$ cat src/rtl/serial_add_pkg.sv
`default_nettype none
// ============================================================================
// Module   : serial_add_pkg
// Brief    : Shared types and defaults for the serial-adder scheduler.
// Revision : 1.0 - initial release
// ============================================================================
package serial_add_pkg;

  // Default configuration of the scheduler
  localparam int c_N_REQ_DEFAULT   = 4;
  localparam int c_TIMEOUT_DEFAULT = 8;
  localparam int c_DRAIN_DEFAULT   = 6;

  // Operand and result widths of the shared 2-bit serial adder
  localparam int c_OPND_W = 2;
  localparam int c_RES_W  = 3;

  // Result reported when the adder never answers
  localparam logic [c_RES_W-1:0] c_RES_TIMEOUT = 3'b111;

  // Scheduler state encoding
  typedef enum logic [2:0] {
    ST_DRAIN    = 3'd0,
    ST_IDLE     = 3'd1,
    ST_SEND_MSB = 3'd2,
    ST_SEND_LSB = 3'd3,
    ST_WAIT     = 3'd4,
    ST_CAP1     = 3'd5,
    ST_CAP0     = 3'd6,
    ST_RESP     = 3'd7
  } state_e;

endpackage
`default_nettype wire

$ cat src/rtl/rr_arbiter.sv
`default_nettype none
// ============================================================================
// Module   : rr_arbiter
// Brief    : Combinational round-robin arbiter. The search starts one past
//            the last winner and wraps; returns a one-hot grant and its index.
// Revision : 1.0 - initial release
// ============================================================================
module rr_arbiter #(
  parameter int N_REQ = 4,
  parameter int PTR_W = 2
) (
  input  logic [N_REQ-1:0] req_i,
  input  logic [PTR_W-1:0] last_i,
  output logic [N_REQ-1:0] gnt_o,
  output logic [PTR_W-1:0] idx_o,
  output logic             valid_o
);

  logic [PTR_W-1:0] w_cand;

  // Walk the requesters in rotated order and keep the first one found
  always_comb begin
    gnt_o   = '0;
    idx_o   = '0;
    valid_o = 1'b0;
    w_cand  = '0;
    for (int i = 1; i <= N_REQ; i++) begin
      w_cand = PTR_W'((int'(last_i) + i) % N_REQ);
      if (!valid_o && req_i[w_cand]) begin
        gnt_o[w_cand] = 1'b1;
        idx_o         = w_cand;
        valid_o       = 1'b1;
      end
    end
  end

endmodule
`default_nettype wire

$ cat src/rtl/serial_add_sched.sv
`default_nettype none
// ============================================================================
// Module   : serial_add_sched
// Brief    : Round-robin scheduler that shares one 2-bit serial adder among
//            N_REQ requesters. Operands are sent MSB first, the 3-bit sum is
//            collected serially and returned with a one-cycle done pulse.
//            The adder has no reset, so a drain period follows reset and
//            adder timeouts before new work is issued.
// Revision : 1.0 - initial release
// ============================================================================
module serial_add_sched
  import serial_add_pkg::*;
#(
  parameter int N_REQ   = c_N_REQ_DEFAULT,
  parameter int TIMEOUT = c_TIMEOUT_DEFAULT,
  parameter int DRAIN   = c_DRAIN_DEFAULT
) (
  input  logic                  clk,
  input  logic                  rst,
  input  logic [N_REQ-1:0]      req_i,
  input  logic [2*N_REQ-1:0]    a_i,
  input  logic [2*N_REQ-1:0]    b_i,
  output logic [N_REQ-1:0]      gnt_o,
  output logic [N_REQ-1:0]      done_o,
  output logic [c_RES_W-1:0]    res_o,
  output logic                  err_o,
  output logic                  busy_o,
  output logic                  add_en_o,
  output logic                  add_ina_o,
  output logic                  add_inb_o,
  input  logic                  add_en_i,
  input  logic                  add_out_i
);

  localparam int c_PTR_W   = (N_REQ > 1) ? $clog2(N_REQ) : 1;
  localparam int c_CNT_MAX = (TIMEOUT > DRAIN) ? TIMEOUT : DRAIN;
  localparam int c_CNT_W   = $clog2(c_CNT_MAX + 1);

  localparam logic [c_CNT_W-1:0] c_TIMEOUT_LAST = c_CNT_W'(TIMEOUT - 1);
  localparam logic [c_CNT_W-1:0] c_DRAIN_LAST   = c_CNT_W'(DRAIN - 1);
  localparam logic [c_CNT_W-1:0] c_CNT_ONE      = c_CNT_W'(1);
  localparam logic [c_PTR_W-1:0] c_LAST_RST     = c_PTR_W'(N_REQ - 1);

  // Control state
  state_e                 state_q, state_d;
  logic [c_CNT_W-1:0]     cnt_q, cnt_d;
  logic [c_PTR_W-1:0]     last_q, last_d;
  logic [N_REQ-1:0]       win_q, win_d;
  logic [c_OPND_W-1:0]    a_q, a_d;
  logic [c_OPND_W-1:0]    b_q, b_d;
  // Upper two sum bits; the LSB goes straight to the output register
  logic [1:0]             res_q, res_d;

  // Registered outputs
  logic [N_REQ-1:0]       gnt_q, gnt_d;
  logic [N_REQ-1:0]       done_q, done_d;
  logic [c_RES_W-1:0]     res_out_q, res_out_d;
  logic                   err_q, err_d;
  logic                   busy_q, busy_d;
  logic                   add_en_q, add_en_d;
  logic                   ina_q, ina_d;
  logic                   inb_q, inb_d;

  // Arbiter results
  logic [N_REQ-1:0]       w_gnt;
  logic [c_PTR_W-1:0]     w_win_idx;
  logic                   w_valid;
  logic [c_OPND_W-1:0]    w_a_sel;
  logic [c_OPND_W-1:0]    w_b_sel;

  rr_arbiter #(
    .N_REQ (N_REQ),
    .PTR_W (c_PTR_W)
  ) u_arb (
    .req_i   (req_i),
    .last_i  (last_q),
    .gnt_o   (w_gnt),
    .idx_o   (w_win_idx),
    .valid_o (w_valid)
  );

  // Pick the winning requester's operand pair out of the packed buses
  always_comb begin
    w_a_sel = '0;
    w_b_sel = '0;
    for (int k = 0; k < N_REQ; k++) begin
      if (w_gnt[k]) begin
        w_a_sel = a_i[2*k +: 2];
        w_b_sel = b_i[2*k +: 2];
      end
    end
  end

  // Next-state and next-output logic; outputs reflect the state being entered
  // for gnt/done, and the state being left for the adder drive
  always_comb begin
    state_d   = state_q;
    cnt_d     = cnt_q;
    last_d    = last_q;
    win_d     = win_q;
    a_d       = a_q;
    b_d       = b_q;
    res_d     = res_q;
    gnt_d     = '0;
    done_d    = '0;
    res_out_d = '0;
    err_d     = 1'b0;
    add_en_d  = 1'b0;
    ina_d     = 1'b0;
    inb_d     = 1'b0;

    case (state_q)
      ST_DRAIN: begin
        if (cnt_q == c_DRAIN_LAST) begin
          state_d = ST_IDLE;
          cnt_d   = '0;
        end else begin
          cnt_d = cnt_q + c_CNT_ONE;
        end
      end
      ST_IDLE: begin
        if (w_valid) begin
          state_d = ST_SEND_MSB;
          gnt_d   = w_gnt;
          win_d   = w_gnt;
          last_d  = w_win_idx;
          a_d     = w_a_sel;
          b_d     = w_b_sel;
          res_d   = '0;
        end
      end
      ST_SEND_MSB: begin
        add_en_d = 1'b1;
        ina_d    = a_q[1];
        inb_d    = b_q[1];
        state_d  = ST_SEND_LSB;
      end
      ST_SEND_LSB: begin
        ina_d   = a_q[0];
        inb_d   = b_q[0];
        cnt_d   = '0;
        state_d = ST_WAIT;
      end
      ST_WAIT: begin
        if (add_en_i) begin
          res_d[1] = add_out_i;
          state_d  = ST_CAP1;
        end else if (cnt_q == c_TIMEOUT_LAST) begin
          state_d   = ST_RESP;
          done_d    = win_q;
          res_out_d = c_RES_TIMEOUT;
          err_d     = 1'b1;
        end else begin
          cnt_d = cnt_q + c_CNT_ONE;
        end
      end
      ST_CAP1: begin
        res_d[0] = add_out_i;
        state_d  = ST_CAP0;
      end
      ST_CAP0: begin
        state_d   = ST_RESP;
        done_d    = win_q;
        res_out_d = {res_q, add_out_i};
      end
      ST_RESP: begin
        // A timed-out adder may still be mid-sequence, so let it settle
        cnt_d   = '0;
        state_d = err_q ? ST_DRAIN : ST_IDLE;
      end
      default: begin
        cnt_d   = '0;
        state_d = ST_DRAIN;
      end
    endcase

    busy_d = (state_d != ST_IDLE);
  end

  // State and output registers with asynchronous reset into the drain period
  always_ff @(posedge clk or posedge rst) begin
    if (rst) begin
      state_q   <= ST_DRAIN;
      cnt_q     <= '0;
      last_q    <= c_LAST_RST;
      win_q     <= '0;
      a_q       <= '0;
      b_q       <= '0;
      res_q     <= '0;
      gnt_q     <= '0;
      done_q    <= '0;
      res_out_q <= '0;
      err_q     <= 1'b0;
      busy_q    <= 1'b1;
      add_en_q  <= 1'b0;
      ina_q     <= 1'b0;
      inb_q     <= 1'b0;
    end else begin
      state_q   <= state_d;
      cnt_q     <= cnt_d;
      last_q    <= last_d;
      win_q     <= win_d;
      a_q       <= a_d;
      b_q       <= b_d;
      res_q     <= res_d;
      gnt_q     <= gnt_d;
      done_q    <= done_d;
      res_out_q <= res_out_d;
      err_q     <= err_d;
      busy_q    <= busy_d;
      add_en_q  <= add_en_d;
      ina_q     <= ina_d;
      inb_q     <= inb_d;
    end
  end

  assign gnt_o     = gnt_q;
  assign done_o    = done_q;
  assign res_o     = res_out_q;
  assign err_o     = err_q;
  assign busy_o    = busy_q;
  assign add_en_o  = add_en_q;
  assign add_ina_o = ina_q;
  assign add_inb_o = inb_q;

endmodule
`default_nettype wire

$ cat config.mk
export PLATFORM = sky130hd
export DESIGN_NAME = serial_add_sched
export DESIGN_NICKNAME = d
export VERILOG_FILES = /design/src/rtl/serial_add_pkg.sv /design/src/rtl/rr_arbiter.sv /design/src/rtl/serial_add_sched.sv
export SDC_FILE = /design/constraint.sdc
export NUM_CORES = 1
export LEC_CHECK = 0
export ABC_AREA = 1
export CAP_MARGIN = 20
export CORE_ASPECT_RATIO = 1.5
export CORE_MARGIN = 5
export CORE_UTILIZATION = 52
export DETAILED_ROUTE_END_ITERATION = 8
export GPL_TIMING_DRIVEN = 0
export HOLD_SLACK_MARGIN = 0.12
export PLACE_DENSITY = 0.8
export SYNTH_ARGS = -nofsm -noshare
export SYNTH_HDL_FRONTEND = slang
export SYNTH_SLANG_ARGS = --single-unit
$ cat constraint.sdc
create_clock -name clk -period 2.7 [get_ports clk]
set_clock_uncertainty 0.2 [all_clocks]
set_input_delay 0.54 -clock clk [delete_from_list [all_inputs] [get_ports clk]]
set_output_delay 0.54 -clock clk [all_outputs]
set_load 0.03 [all_outputs]
Word-level counts from Yosys, hierarchy flattened:

Index checks and enable logic that the tools add are counted.

* flip-flop bits (word level): 35
* logic and storage cells: 129
* output and inout port bits: 16
* input port bits: 24

* equality and inequality tests: 14
* bitwise operators: 3
* $add $sub $neg: 5
* reduce and logical (&&, ||, !) cells: 19
* muxes and demuxes: 64
* order comparisons: 8

Operator list (number)
* 4-bit 2-to-1 mux: 11
* 2-bit 2-to-1 mux: 13
* 3-bit case mux with 8 select lines: 1
* 1-bit 2-to-1 mux: 18
* 3-bit 2-to-1 mux: 6
* 3-bit equality test (second input constant): 4
* 2-bit by 3-bit less-than comparator with 1-bit output (second input constant): 4
* 4-bit bitwise OR: 3
* 4-bit case mux with 3 select lines: 1
* 1-bit binary-select mux with 2-bit select: 4
* 1-bit demux with 2-bit select: 4
* 4-bit by 3-bit equality test with 1-bit output (second input constant): 2
* 2-bit by 1-bit >= comparator with 1-bit output (second input constant): 4
* 1-bit case mux with 2 select lines: 4
* 4-bit case mux with 2 select lines: 1
* 1-bit logical AND: 7
* 3-bit by 2-bit equality test with 1-bit output (second input constant): 2
* 2-bit != test (second input constant): 3
* 3-bit case mux with 2 select lines: 1
* 3-bit AND reduction: 2
* 2-bit by 1-bit adder with 2-bit output (second input constant): 2
* 2-bit adder (second input constant): 2
* 4-bit by 1-bit adder with 4-bit output (second input constant): 1
* 2-bit AND reduction: 2
* other kinds (8): 11

Longest topological paths before layout:

Gate-level depths: netlist of run 1.

* word-level depth: 17
* gate-level depth with buffers: 14
* mapped depth without buffers: 14

Modules after synthesis:

Synthesis of run 1 repeated with hierarchy kept, for this count alone.

* cells, all modules: 255
* area, all modules: 2029.4 um2

Modules (own cells, without submodules)
* serial_add_sched: cells each 181, seq. area each 879.6 um2, instances 1, area an instance 1571.5 um2
* rr_arbiter: cells each 74, seq. area each 0.0 um2, instances 1, area an instance 457.9 um2

Worst setup path after synthesis of run 1:

Ideal clock, no wire load.

* kind: register -> register
* start: reg last_q[0]
* end: reg a_q[0]
* cell stages (with the launch flop): 15
* path slack: 0.372 ns
* clock period less this slack: 2.328 ns
* arrival: 2.012 ns
* setup time: 0.116 ns
* cells stage by stage: dfstp_2 > inv_2 > ha_1 > inv_1 > nand3_2 > nand2_4 > nor2_4 > a21oi_2 > nand3_2 > inv_2 > nand2_1 > nand2_1 > nand2_1 > nand2_1 > nand2_1

* word-level cells in the longest chain between the ends: 17
* elaborated cells between the ends (all ways): 54

RTL lines
* start: declaration: line serial_add_sched.sv:47 `logic [c_PTR_W-1:0] last_q, last_d;`
* start signal: assignment: line serial_add_sched.sv:185 `last_q <= c_LAST_RST;`
* start signal: assignment: line serial_add_sched.sv:201 `last_q <= last_d;`
* branches (longest 17 deep; another with 2-bit by 3-bit less-than comparator with 1-bit output)
* end signal: assignment: line serial_add_sched.sv:187 `a_q <= '0;`
* end signal: assignment: line serial_add_sched.sv:203 `a_q <= a_d;`
* end: declaration: line serial_add_sched.sv:49 `logic [c_OPND_W-1:0] a_q, a_d;`

Parallel ways; which one is timed is not known. The select of a mux whose other input is x is not followed.
A chain may end at the register's enable or synchronous reset.

Final worst setup path of run 1:

* start: reg last_q[0]
* end: reg b_q[1]

* word-level cells in the longest chain between the ends: 17
* elaborated cells between the ends (all ways): 54

RTL lines
* branches (longest 17 deep; another with 2-bit by 3-bit less-than comparator with 1-bit output)
* end signal: assignment: line serial_add_sched.sv:188 `b_q <= '0;`
* end signal: assignment: line serial_add_sched.sv:204 `b_q <= b_d;`
* end: declaration: line serial_add_sched.sv:50 `logic [c_OPND_W-1:0] b_q, b_d;`

Parallel ways; which one is timed is not known. The select of a mux whose other input is x is not followed.

==> flow_summary.toml, run 1 <==
[cells_and_area]
post_route_cells_drive_above_1_share_pct = 15.9
num-fill-cells = 315
finish.cell_count_without_fillers = 360
most-common-layout-cells = "69 x sky130_fd_sc_hd__nand2_1, 42 x sky130_fd_sc_hd__inv_1, 39 x sky130_fd_sc_hd__clkdlybuf4s50_1"
layout.nets = 348
area_growth_syn_to_layout_pct = 30.8
antenna-diode-count = 0
layout.cells.most_common = "sky130_fd_sc_hd__nand2_1"
utilization_pct = 69.7

[synthesis]
synth_seq_cells = 35
synthFlopType = "sky130_fd_sc_hd__dfrtp_1"
count_of_cell_types_in_the_netlist = 32
syn-num-nets = 295
yosys_warnings = 0
netlist_top_cells_area = "sky130_fd_sc_hd__dfrtp_1 39%, sky130_fd_sc_hd__nand2_1 13%, sky130_fd_sc_hd__inv_1 7.8%"
yosys.area.top_type = "sky130_fd_sc_hd__dfrtp_1"
netlist_area_sq_um = 2070
yosysSeqAreaShare_pct = 42.5
synth_top_area_share_pct = 38.6
synth-async-reset-ratio_pct = 100
post_synth_edffs = 0
count_of_mapped_cells_out_of_synthesis = 261
synthesis.area_per_instance_sq_um = 7.94

[global_route]
antenna_found_initial = 0
grt.overflow.total = 0
groute.usage.overall_pct = 17.5
grt_pass1_vias = 1709
first_pass_grt_wire_length_um = 7130
largest_net_degree_at_the_start_of_global_routing = 26

[route]
wire_per_inst_um = 12.2
routed_wirelength_um = 4410
vias = 1812
drc = 0
tritonroute_pass_1_iters = 4
post_detailed_route_via_to_cell_ratio = 5.03
drt-initial-drc-count = 36
antenna_left = 0

[clock_tree]
htree_levels = 2
holdBufCountCts = 0
cts_made_buffers = 5
cts.root.buffer_cell = "sky130_fd_sc_hd__clkbuf_8"
clock_sink_count = 35
clock_transition_at_the_registers_of_the_reported_paths_ns = 0.07
max-clock-path-buffers = 2
clk-insertion-delay-late_ns = 0.28
cts_tree = "done"

[power]
p_comb_share_pct = 61.3
sequentialPowerShare_pct = 26.6
cellLeakagePower_nw = 1.39
power_density_nw_per_um2 = 1170
max-vdd-ir-drop_mv = 0.785
switching_power_w = 0.00151
report.power.total_w = 0.00317
switching_share_pct = 47.6
internal-power_w = 0.00166
pwr-share-clk_pct = 12.0

[worst_setup_path]
worst_path_buf_inv = 3
capture_point_of_the_worst_reg_to_reg_path = "b_q[1]$_DFFE_PP0P_"
cp_top_family = "simple AND/OR/NAND/NOR gates"
crit_slowest_cell = "sky130_fd_sc_hd__dfstp_2"
worst_setup_path_start_kind = "register"
timing.critical_path.cells = "inv_2 > ha_4 > inv_1 > nand3_2 > nand2_4 > nor2_4 > a21oi_2 > nand3_2 > inv_2 > nand2_1 > nand2_1 > nand2_1 > nand2_1 > nand2_1"
critical_path.endpoint = "b_q[1]$_DFFE_PP0P_"
worst-path-max-fanout = 9
critPathMaxStageDelay_ns = 0.61
timing.critical_path.to_type = "register"
critical_path_class = "register to register"
r2r_start = "last_q[0]$_DFFE_PP1P_"
wp_data_required_ns = 2.67
crit_start = "last_q[0]$_DFFE_PP1P_"
critPathArrivalTime_ns = 2.43
worst_path_most_repeated_cell = "sky130_fd_sc_hd__nand2_1"
worstSetupPathDepth = 14
worst-r2r-setup-slack_ns = 0.24
reg2reg_depth = 14

[placed_design]
numPortBuffers = 39
globalplace.congestion = 0.871
detailedPlacementHpwl_um = 3470
post-place-cells = 346

[die]
std_cell_rows = 28
core-area_sq_um = 3890
height_of_the_die_um = 87.3
die_w_um = 61.5
floorplan.initialDensity_pct = 53.3
io_pins = 40
dieArea_sq_um = 5370

[timing]
finalHoldViolations = 0
worst_slew_pin_slew_ns = 0.496
timing.final.crit_period_ns = 2.46
max_clock_freq_mhz = 407
finalMaxSlewViolations = 0
timing.setup.tns_ns = 0
worst_slew_margin_rel_pct = 66.9
setup_viol_count_final = 0
grt_setup_unrepaired = "no"
period_share_pct = 91.0
hold-worst-slack_ns = 0.287

[outcome]
result_of_the_run = "completed"

[job]
drv_cap = 0

[hold_path]
hold_path_class = "register to register"
-- logic make-up after synthesis --
kind of cell	share of synthesized area, %
buf+inv	9.42
fa+ha+maj	6.04
flops	42.5
compound gates	12.7
simple gates	29.3
-- area by class of cell --
type                            instances  area (sq um)  area share (%)
Multi-Input combinational cell        176          1020            37.8
Sequential cell                        35           880            32.5
Timing Repair Buffer                   46           463            17.1
Inverter                               49           184            6.79
Clock buffer                            7          86.3            3.19
Tap cell                               45          56.3            2.08
Buffer                                  1          11.3           0.416
Clock inverter                          1          5.00           0.185
-- how the worst min path moves through the flow --
stage / start / endpoint / cells past startpoint
after global routing: res_q[1]$_DFFE_PP0P_ / res_o[2]$_DFF_PP0_ / 2
after CTS: a_q[0]$_DFFE_PP0P_ / a_q[0]$_DFFE_PP0P_ / 2
final: res_q[1]$_DFFE_PP0P_ / res_o[2]$_DFF_PP0_ / 2
after floorplan: a_q[1]$_DFFE_PP0P_ / a_q[1]$_DFFE_PP0P_ / 2
after detailed placement: a_q[0]$_DFFE_PP0P_ / a_q[0]$_DFFE_PP0P_ / 2
after global placement: b_q[1]$_DFFE_PP0P_ / b_q[1]$_DFFE_PP0P_ / 2
-- cells in the mapped netlist (2+ instances only) --
master / n
sky130_fd_sc_hd__a21oi_1: 16
sky130_fd_sc_hd__a32o_1: 2
sky130_fd_sc_hd__dfrtp_1: 32
sky130_fd_sc_hd__dfstp_2: 3
sky130_fd_sc_hd__ha_1: 10
sky130_fd_sc_hd__inv_1: 43
sky130_fd_sc_hd__inv_2: 6
sky130_fd_sc_hd__nand2_1: 69
sky130_fd_sc_hd__nand2_2: 7
sky130_fd_sc_hd__nand3_1: 10
sky130_fd_sc_hd__nand3_2: 7
sky130_fd_sc_hd__nand4_1: 3
sky130_fd_sc_hd__nor2_1: 15
sky130_fd_sc_hd__nor2_2: 2
sky130_fd_sc_hd__nor2_4: 2
sky130_fd_sc_hd__nor3_1: 2
sky130_fd_sc_hd__o21ai_0: 16
sky130_fd_sc_hd__o31ai_1: 2
-- tightest hold or removal path, delay by kind of cell, from the launching register on --
kind | cells | cell delay [ns]
flops | 1 | 0.35
simple gates | 2 | 0.10
-- metal layers --
metal	GRT usage (%)	share of wire, %
met2	32.8	57
met1	17.8	38
met3	3.71	3.3
met4	6.76	2.1
met5	0	0
-- flip-flops by register name, summed over array words and instances, names as in the netlist, 2 cells and up --
register and count:
a_q 2, b_q 2, cnt_q 4, done_o 4
gnt_o 4, last_q 2, res_o 3, res_q 2
state_q 3, win_q 4
-- what timing repair did --
item / 4_1_cts / 5_1_grt
endpoints found under the setup margin: 0 / 9
setup buffers: 0 / 6
gates resized for setup: 0 / 5
-- stage by stage --
step | instance area [sq um] | worst slack (ns)
2_1_floorplan | 2070 | 0.372
3_3_place_gp | 2520 | 0.0795
3_5_place_dp | 2550 | 0.0465
4_1_cts | 2640 | 0.0190
5_1_grt | 2710 | 0.0535
6_report | 2710 | 0.243
-- power groups by stage --
| stage | sequential, W | combinational [W] | clock (W) |
|---|---|---|---|
| finish | 0.000843 | 0.00194 | 0.000381 |
| global route | 0.000861 | 0.00219 | 0.000412 |
| CTS | 0.000852 | 0.00182 | 0.000389 |
| detailed placement | 0.000862 | 0.00181 | 0 |
| global placement | 0.000854 | 0.00177 | 0 |
| floorplan | 0.000929 | 0.00131 | 0 |
No activity file was read; power rests on OpenSTA's default activity.
==> run 2: changes to the inputs <==
Settings changed: PLACE_DENSITY 0.8 to 0.88, TNS_END_PERCENT set to 50.
==> flow_summary.toml, run 2 (synthesized netlist as in run 1, its figures left out) <==
[timing]
worst_slew_margin_rel_pct = 69.4
timing.setup.tns_ns = 0
finalHoldViolations = 0
period_share_pct = 92.5
max_clock_freq_mhz = 400
hold-worst-slack_ns = 0.286
timing.final.crit_period_ns = 2.50
finalMaxSlewViolations = 0
grt_setup_unrepaired = "no"
setup_viol_count_final = 0
worst_slew_pin_slew_ns = 0.459
final_critical_path_setup_slack_ns = 0.202

[worst_setup_path]
worst_path_buf_inv = 3
critPathArrivalTime_ns = 2.53
wp_data_required_ns = 2.74
critical_path_class = "register to register"
crit_slowest_cell = "sky130_fd_sc_hd__dfstp_2"
timing.critical_path.to_type = "register"
worst_path_most_repeated_cell = "sky130_fd_sc_hd__nand2_1"
worst_setup_path_start_kind = "register"
critPathMaxStageDelay_ns = 0.63
cp_top_family = "simple AND/OR/NAND/NOR gates"
worst-path-max-fanout = 7
timing.critical_path.cells = "clkinvlp_4 > ha_4 > inv_2 > nand3_4 > nand2_8 > nor2_4 > nand4_1 > nand3_4 > inv_2 > nand2_1 > nand2_1 > nand2_1 > nand2_1 > nand2_1"

[global_route]
antenna_found_initial = 0
groute.usage.overall_pct = 18.2
grt.overflow.total = 0
first_pass_grt_wire_length_um = 7430
largest_net_degree_at_the_start_of_global_routing = 27
grt_pass1_vias = 1817

[die]
height_of_the_die_um = 87.3
io_pins = 40
floorplan.initialDensity_pct = 53.3
die_w_um = 61.5
std_cell_rows = 28
core-area_sq_um = 3890
dieArea_sq_um = 5370

[cells_and_area]
most-common-layout-cells = "69 x sky130_fd_sc_hd__nand2_1, 41 x sky130_fd_sc_hd__inv_1, 39 x sky130_fd_sc_hd__clkdlybuf4s50_1"
num-fill-cells = 292
area_growth_syn_to_layout_pct = 33.3
layout.nets = 347
post_route_cells_drive_above_1_share_pct = 16.2
multi_input_comb_area_sq_um = 1050
layout.cells.most_common = "sky130_fd_sc_hd__nand2_1"
antenna-diode-count = 0
reg_area_sq_um = 880
utilization_pct = 71.0

[clock_tree]
cts_made_buffers = 5
clk-insertion-delay-late_ns = 0.29
cts_tree = "done"
clock_transition_at_the_registers_of_the_reported_paths_ns = 0.07
clock_sink_count = 35
htree_levels = 2
max-clock-path-buffers = 2
cts.root.buffer_cell = "sky130_fd_sc_hd__clkbuf_8"
holdBufCountCts = 0

[route]
post_detailed_route_via_to_cell_ratio = 5.14
antenna_left = 0
routed_wirelength_um = 4590
vias = 1847
drt-initial-drc-count = 59
drc = 0
wire_per_inst_um = 12.8
tritonroute_pass_1_iters = 4

[placed_design]
numPortBuffers = 39
dpl_worst_slack_ns = 0.0691
globalplace.congestion = 0.868
detailedPlacementHpwl_um = 3370

[power]
max-vdd-ir-drop_mv = 0.864
cellLeakagePower_nw = 1.39
power_density_nw_per_um2 = 1220

[outcome]
result_of_the_run = "completed"

[hold_path]
hold_path_class = "register to register"

[job]
drv_cap = 0
[run 2: layout make-up]
type / instances / share of cell area [%]
inverter: 49 / 6.80
tap: 45 / 2.04
sequential: 35 / 31.9
clock buffer: 6 / 2.99
timing repair buffer: 45 / 16.5
buffer: 1 / 0.408
multi-input combinational: 176 / 38.2
clock inverter: 2 / 1.27
[run 2: final timing paths]
kind / end / slack (ns) / start / cells past startpoint
max: b_q[0]$_DFFE_PP0P_ / 0.20 / last_q[1]$_DFFE_PP1P_ / 14
min: a_q[0]$_DFFE_PP0P_ / 0.29 / a_q[0]$_DFFE_PP0P_ / 2
max reg2reg: b_q[0]$_DFFE_PP0P_ / 0.20 / last_q[1]$_DFFE_PP1P_ / 14
min reg2reg: a_q[0]$_DFFE_PP0P_ / 0.29 / a_q[0]$_DFFE_PP0P_ / 2
max in group asynchronous: busy_o$_DFF_PP1_ / 1.39 / rst / 3
min in group asynchronous: win_q[1]$_DFFE_PP0P_ / 0.35 / rst / 2
[run 2: per-layer routing]
metal / global-route usage [%] / share of wire, %
met3: 2.97 / 3.9
met2: 34.2 / 56
met1: 17.1 / 36
met4: 11.2 / 4.0
met5: 0 / 0
[run 2: repair_timing]
| item | CTS | global route |
|---|---|---|
| gates resized for setup | 0 | 10 |
| setup buffers | 0 | 5 |
| endpoints found under the setup margin | 0 | 9 |
[run 2: where the power goes]
| group | switching [W] | leakage, nW | internal, W |
|---|---|---|---|
| combinational | 0.00127 | 0.878 | 0.000765 |
| sequential | 0.000134 | 0.455 | 0.000719 |
| clock | 0.000189 | 0.0612 | 0.000299 |
| total | 0.00159 | 1.39 | 0.00178 |
[run 2: tightest hold or removal path, cell delays in order, from the launching register on]
cell and delay (ns):
sky130_fd_sc_hd__dfrtp_1 0.35, sky130_fd_sc_hd__nand2_1 0.05, sky130_fd_sc_hd__nand2_1 0.05
[run 2: per-stage QoR]
stage | instance area (sq um) | cells | power [W]
after floorplan | 2070 | 261 | 0.00224
after global placement | 2520 | 345 | 0.00261
after detailed placement | 2550 | 346 | 0.00267
after CTS | 2660 | 354 | 0.00317
after global routing | 2760 | 359 | 0.00366
final | 2760 | 359 | 0.00337
==> run 3: changes to the inputs <==
Settings changed: CORE_UTILIZATION 52 to 51, CTS_CLUSTER_SIZE set to 40, PLACE_DENSITY 0.88 to 0.87, SYNTH_HIERARCHICAL set to 1.
==> flow_summary.toml, run 3 <==
[outcome]
result_of_the_run = "completed"

[worst_setup_path]
critPathArrivalTime_ns = 2.49
r2r_start = "last_q[0]$_DFFE_PP1P_"
wp_data_required_ns = 2.67
worst-path-max-fanout = 10
worst_setup_path_start_kind = "register"
critical_path_class = "register to register"
crit_start = "last_q[0]$_DFFE_PP1P_"
timing.critical_path.to_type = "register"

[job]
drv_cap = 0

[timing]
grt_setup_unrepaired = "yes"
period_share_pct = 93.1
worst_slew_pin_slew_ns = 0.587
finalHoldViolations = 0
timing.final.crit_period_ns = 2.51
max_clock_freq_mhz = 398
worst_slew_margin_rel_pct = 60.8
finalMaxSlewViolations = 0
setup_viol_count_final = 0

[clock_tree]
cts_made_buffers = 5
clock_transition_at_the_registers_of_the_reported_paths_ns = 0.07
cts.root.buffer_cell = "sky130_fd_sc_hd__clkbuf_8"
clk-insertion-delay-late_ns = 0.29
clock_sink_count = 35
holdBufCountCts = 0
cts_tree = "done"
htree_levels = 2
max-clock-path-buffers = 2

[cells_and_area]
reg_area_sq_um = 880
post_route_cells_drive_above_1_share_pct = 15.9
layout.nets = 341
layout.cells.most_common = "sky130_fd_sc_hd__nand2_1"
most-common-layout-cells = "67 x sky130_fd_sc_hd__nand2_1, 39 x sky130_fd_sc_hd__clkdlybuf4s50_1, 32 x sky130_fd_sc_hd__dfrtp_1"
area_growth_syn_to_layout_pct = 30.5
utilization_pct = 68.1
fin_area_sq_um = 2650
multi_input_comb_area_sq_um = 1030
antenna-diode-count = 0
finish.cell_count_without_fillers = 353
num-fill-cells = 347

[die]
floorplan.initialDensity_pct = 52.2
core-area_sq_um = 3890
height_of_the_die_um = 87.3
io_pins = 40
dieArea_sq_um = 5370
die_w_um = 61.5
std_cell_rows = 28

[power]
p_comb_share_pct = 59.3
switching_power_w = 0.00148
report.power.total_w = 0.00302
cellLeakagePower_nw = 1.33
max-vdd-ir-drop_mv = 0.763
pwr-share-clk_pct = 12.5
sequentialPowerShare_pct = 28.2
switching_share_pct = 49.2
internal-power_w = 0.00153
power_density_nw_per_um2 = 1140

[synthesis]
synth.cells.most_frequent = "67 x sky130_fd_sc_hd__nand2_1, 33 x sky130_fd_sc_hd__nand3_1, 32 x sky130_fd_sc_hd__dfrtp_1"
count_of_cell_types_in_the_netlist = 30
synth_top_area_share_pct = 39.5
post_synth_edffs = 0
netlist_top_cells_area = "sky130_fd_sc_hd__dfrtp_1 39%, sky130_fd_sc_hd__nand2_1 12%, sky130_fd_sc_hd__nand3_1 8.1%"
syn-num-nets = 289
synth-async-reset-ratio_pct = 100
netlist_area_sq_um = 2030
count_of_mapped_cells_out_of_synthesis = 255
synthFlopType = "sky130_fd_sc_hd__dfrtp_1"
synth_seq_cells = 35
yosysSeqAreaShare_pct = 43.3
yosys.cell_count.top_type = "sky130_fd_sc_hd__nand2_1"
yosys.area.top_type = "sky130_fd_sc_hd__dfrtp_1"
synthesis.area_per_instance_sq_um = 7.96
yosys_warnings = 6

[route]
post_detailed_route_via_to_cell_ratio = 5.28
drc = 0
tritonroute_pass_1_iters = 4
antenna_left = 0
routed_wirelength_um = 4480
drt-initial-drc-count = 78
vias = 1863
wire_per_inst_um = 12.7

[placed_design]
post-place-cells = 340
globalplace.congestion = 0.853
detailedPlacementHpwl_um = 3470
placement.cell_area_sq_um = 2500
numPortBuffers = 39

[global_route]
largest_net_degree_at_the_start_of_global_routing = 23
first_pass_grt_wire_length_um = 7670
groute.usage.overall_pct = 18.8
antenna_found_initial = 0
grt_pass1_vias = 1862
grt.overflow.total = 0

[hold_path]
worstHoldStart = "win_q[2]$_DFFE_PP0P_"
hold_path_class = "register to register"
-- run 3: cell count changes in the layout (fill, tap and decap cells not counted), sizes merged, moves of 6 or more --
cell / before / now
o21ai: 17 / 7
inv: 48 / 33
a21oi: 17 / 10
nand3: 18 / 35
nor2: 19 / 25
-- run 3: layer usage --
layer  vias to the layer above  GRT usage, %  part of all wire, %
met5                         -             0                    0
met4                         0          8.88                  2.3
met3                         9          3.12                  4.7
met2                        50          34.4                   54
met1                       866          19.7                   39
li1                        938             -                    -
-- run 3: stage by stage --
stage               TNS [ns]  setup WS (ns)  hold slack (ns)
floorplan                  0          0.380            0.250
global placement     -0.0316        -0.0316            0.263
detailed placement   -0.0740        -0.0740            0.277
CTS                        0         0.0723            0.298
global route         -0.0373        -0.0220            0.333
finish                     0          0.187            0.300
-- run 3: kinds of logic (layout without fill, tap and decap cells) --
| group | after synthesis | count (layout) | synth area share, % |
|---|---|---|---|
| xor+xnor | 1 | 1 | 0.432 |
| buf+inv | 34 | 87 | 6.60 |
| flops | 35 | 35 | 43.3 |
| fa+ha+maj | 10 | 10 | 6.17 |
| compound gates | 32 | 32 | 9.99 |
| simple gates | 143 | 143 | 33.5 |
-- run 3: power by group through the flow --
stage | sequential [W] | combinational (W) | clock, W
after detailed placement | 0.000862 | 0.00169 | 0
after CTS | 0.000856 | 0.00170 | 0.000387
final | 0.000851 | 0.00179 | 0.000377
after global routing | 0.000876 | 0.00203 | 0.000402
after floorplan | 0.000922 | 0.00121 | 0
after global placement | 0.000854 | 0.00165 | 0
-- run 3: what timing repair did --
item | 4_1_cts | 5_1_grt
buffers inserted | 0 | 5
resized for setup | 0 | 6
setup endpoints to repair | 0 | 7
hold endpoints to repair | 0 | 0
-- run 3: worst paths after layout --
path	slack [ns]	end	depth (start not counted)
worst max register to register	0.19	a_q[1]$_DFFE_PP0P_	12
max in group asynchronous	1.30	busy_o$_DFF_PP1_	3
worst min-delay path	0.30	done_o[2]$_DFF_PP0_	2
worst max-delay path	0.19	a_q[1]$_DFFE_PP0P_	12
min in group asynchronous	0.41	gnt_o[2]$_DFF_PP0_	2
worst min register to register	0.30	done_o[2]$_DFF_PP0_	2
-- run 3: layout make-up --
class / instances / share of cell area [%]
multi-input combinational: 186 / 38.9
sequential: 35 / 33.2
timing repair buffer: 45 / 17.2
inverter: 33 / 4.87
clock buffer: 5 / 2.60
tap: 45 / 2.13
clock inverter: 3 / 0.756
buffer: 1 / 0.284
-- run 3: worst max-delay path, cell delays in order (launching register included) --
cell,delay [ns]
sky130_fd_sc_hd__dfstp_2,0.64
sky130_fd_sc_hd__inv_4,0.10
sky130_fd_sc_hd__ha_1,0.35
sky130_fd_sc_hd__inv_1,0.12
sky130_fd_sc_hd__nand2_2,0.11
sky130_fd_sc_hd__nand2_2,0.09
sky130_fd_sc_hd__nor2_2,0.06
sky130_fd_sc_hd__a21oi_1,0.17
sky130_fd_sc_hd__nand3_2,0.14
sky130_fd_sc_hd__a21oi_1,0.16
sky130_fd_sc_hd__nand2_1,0.07
sky130_fd_sc_hd__o211ai_1,0.09
sky130_fd_sc_hd__nand3_1,0.08
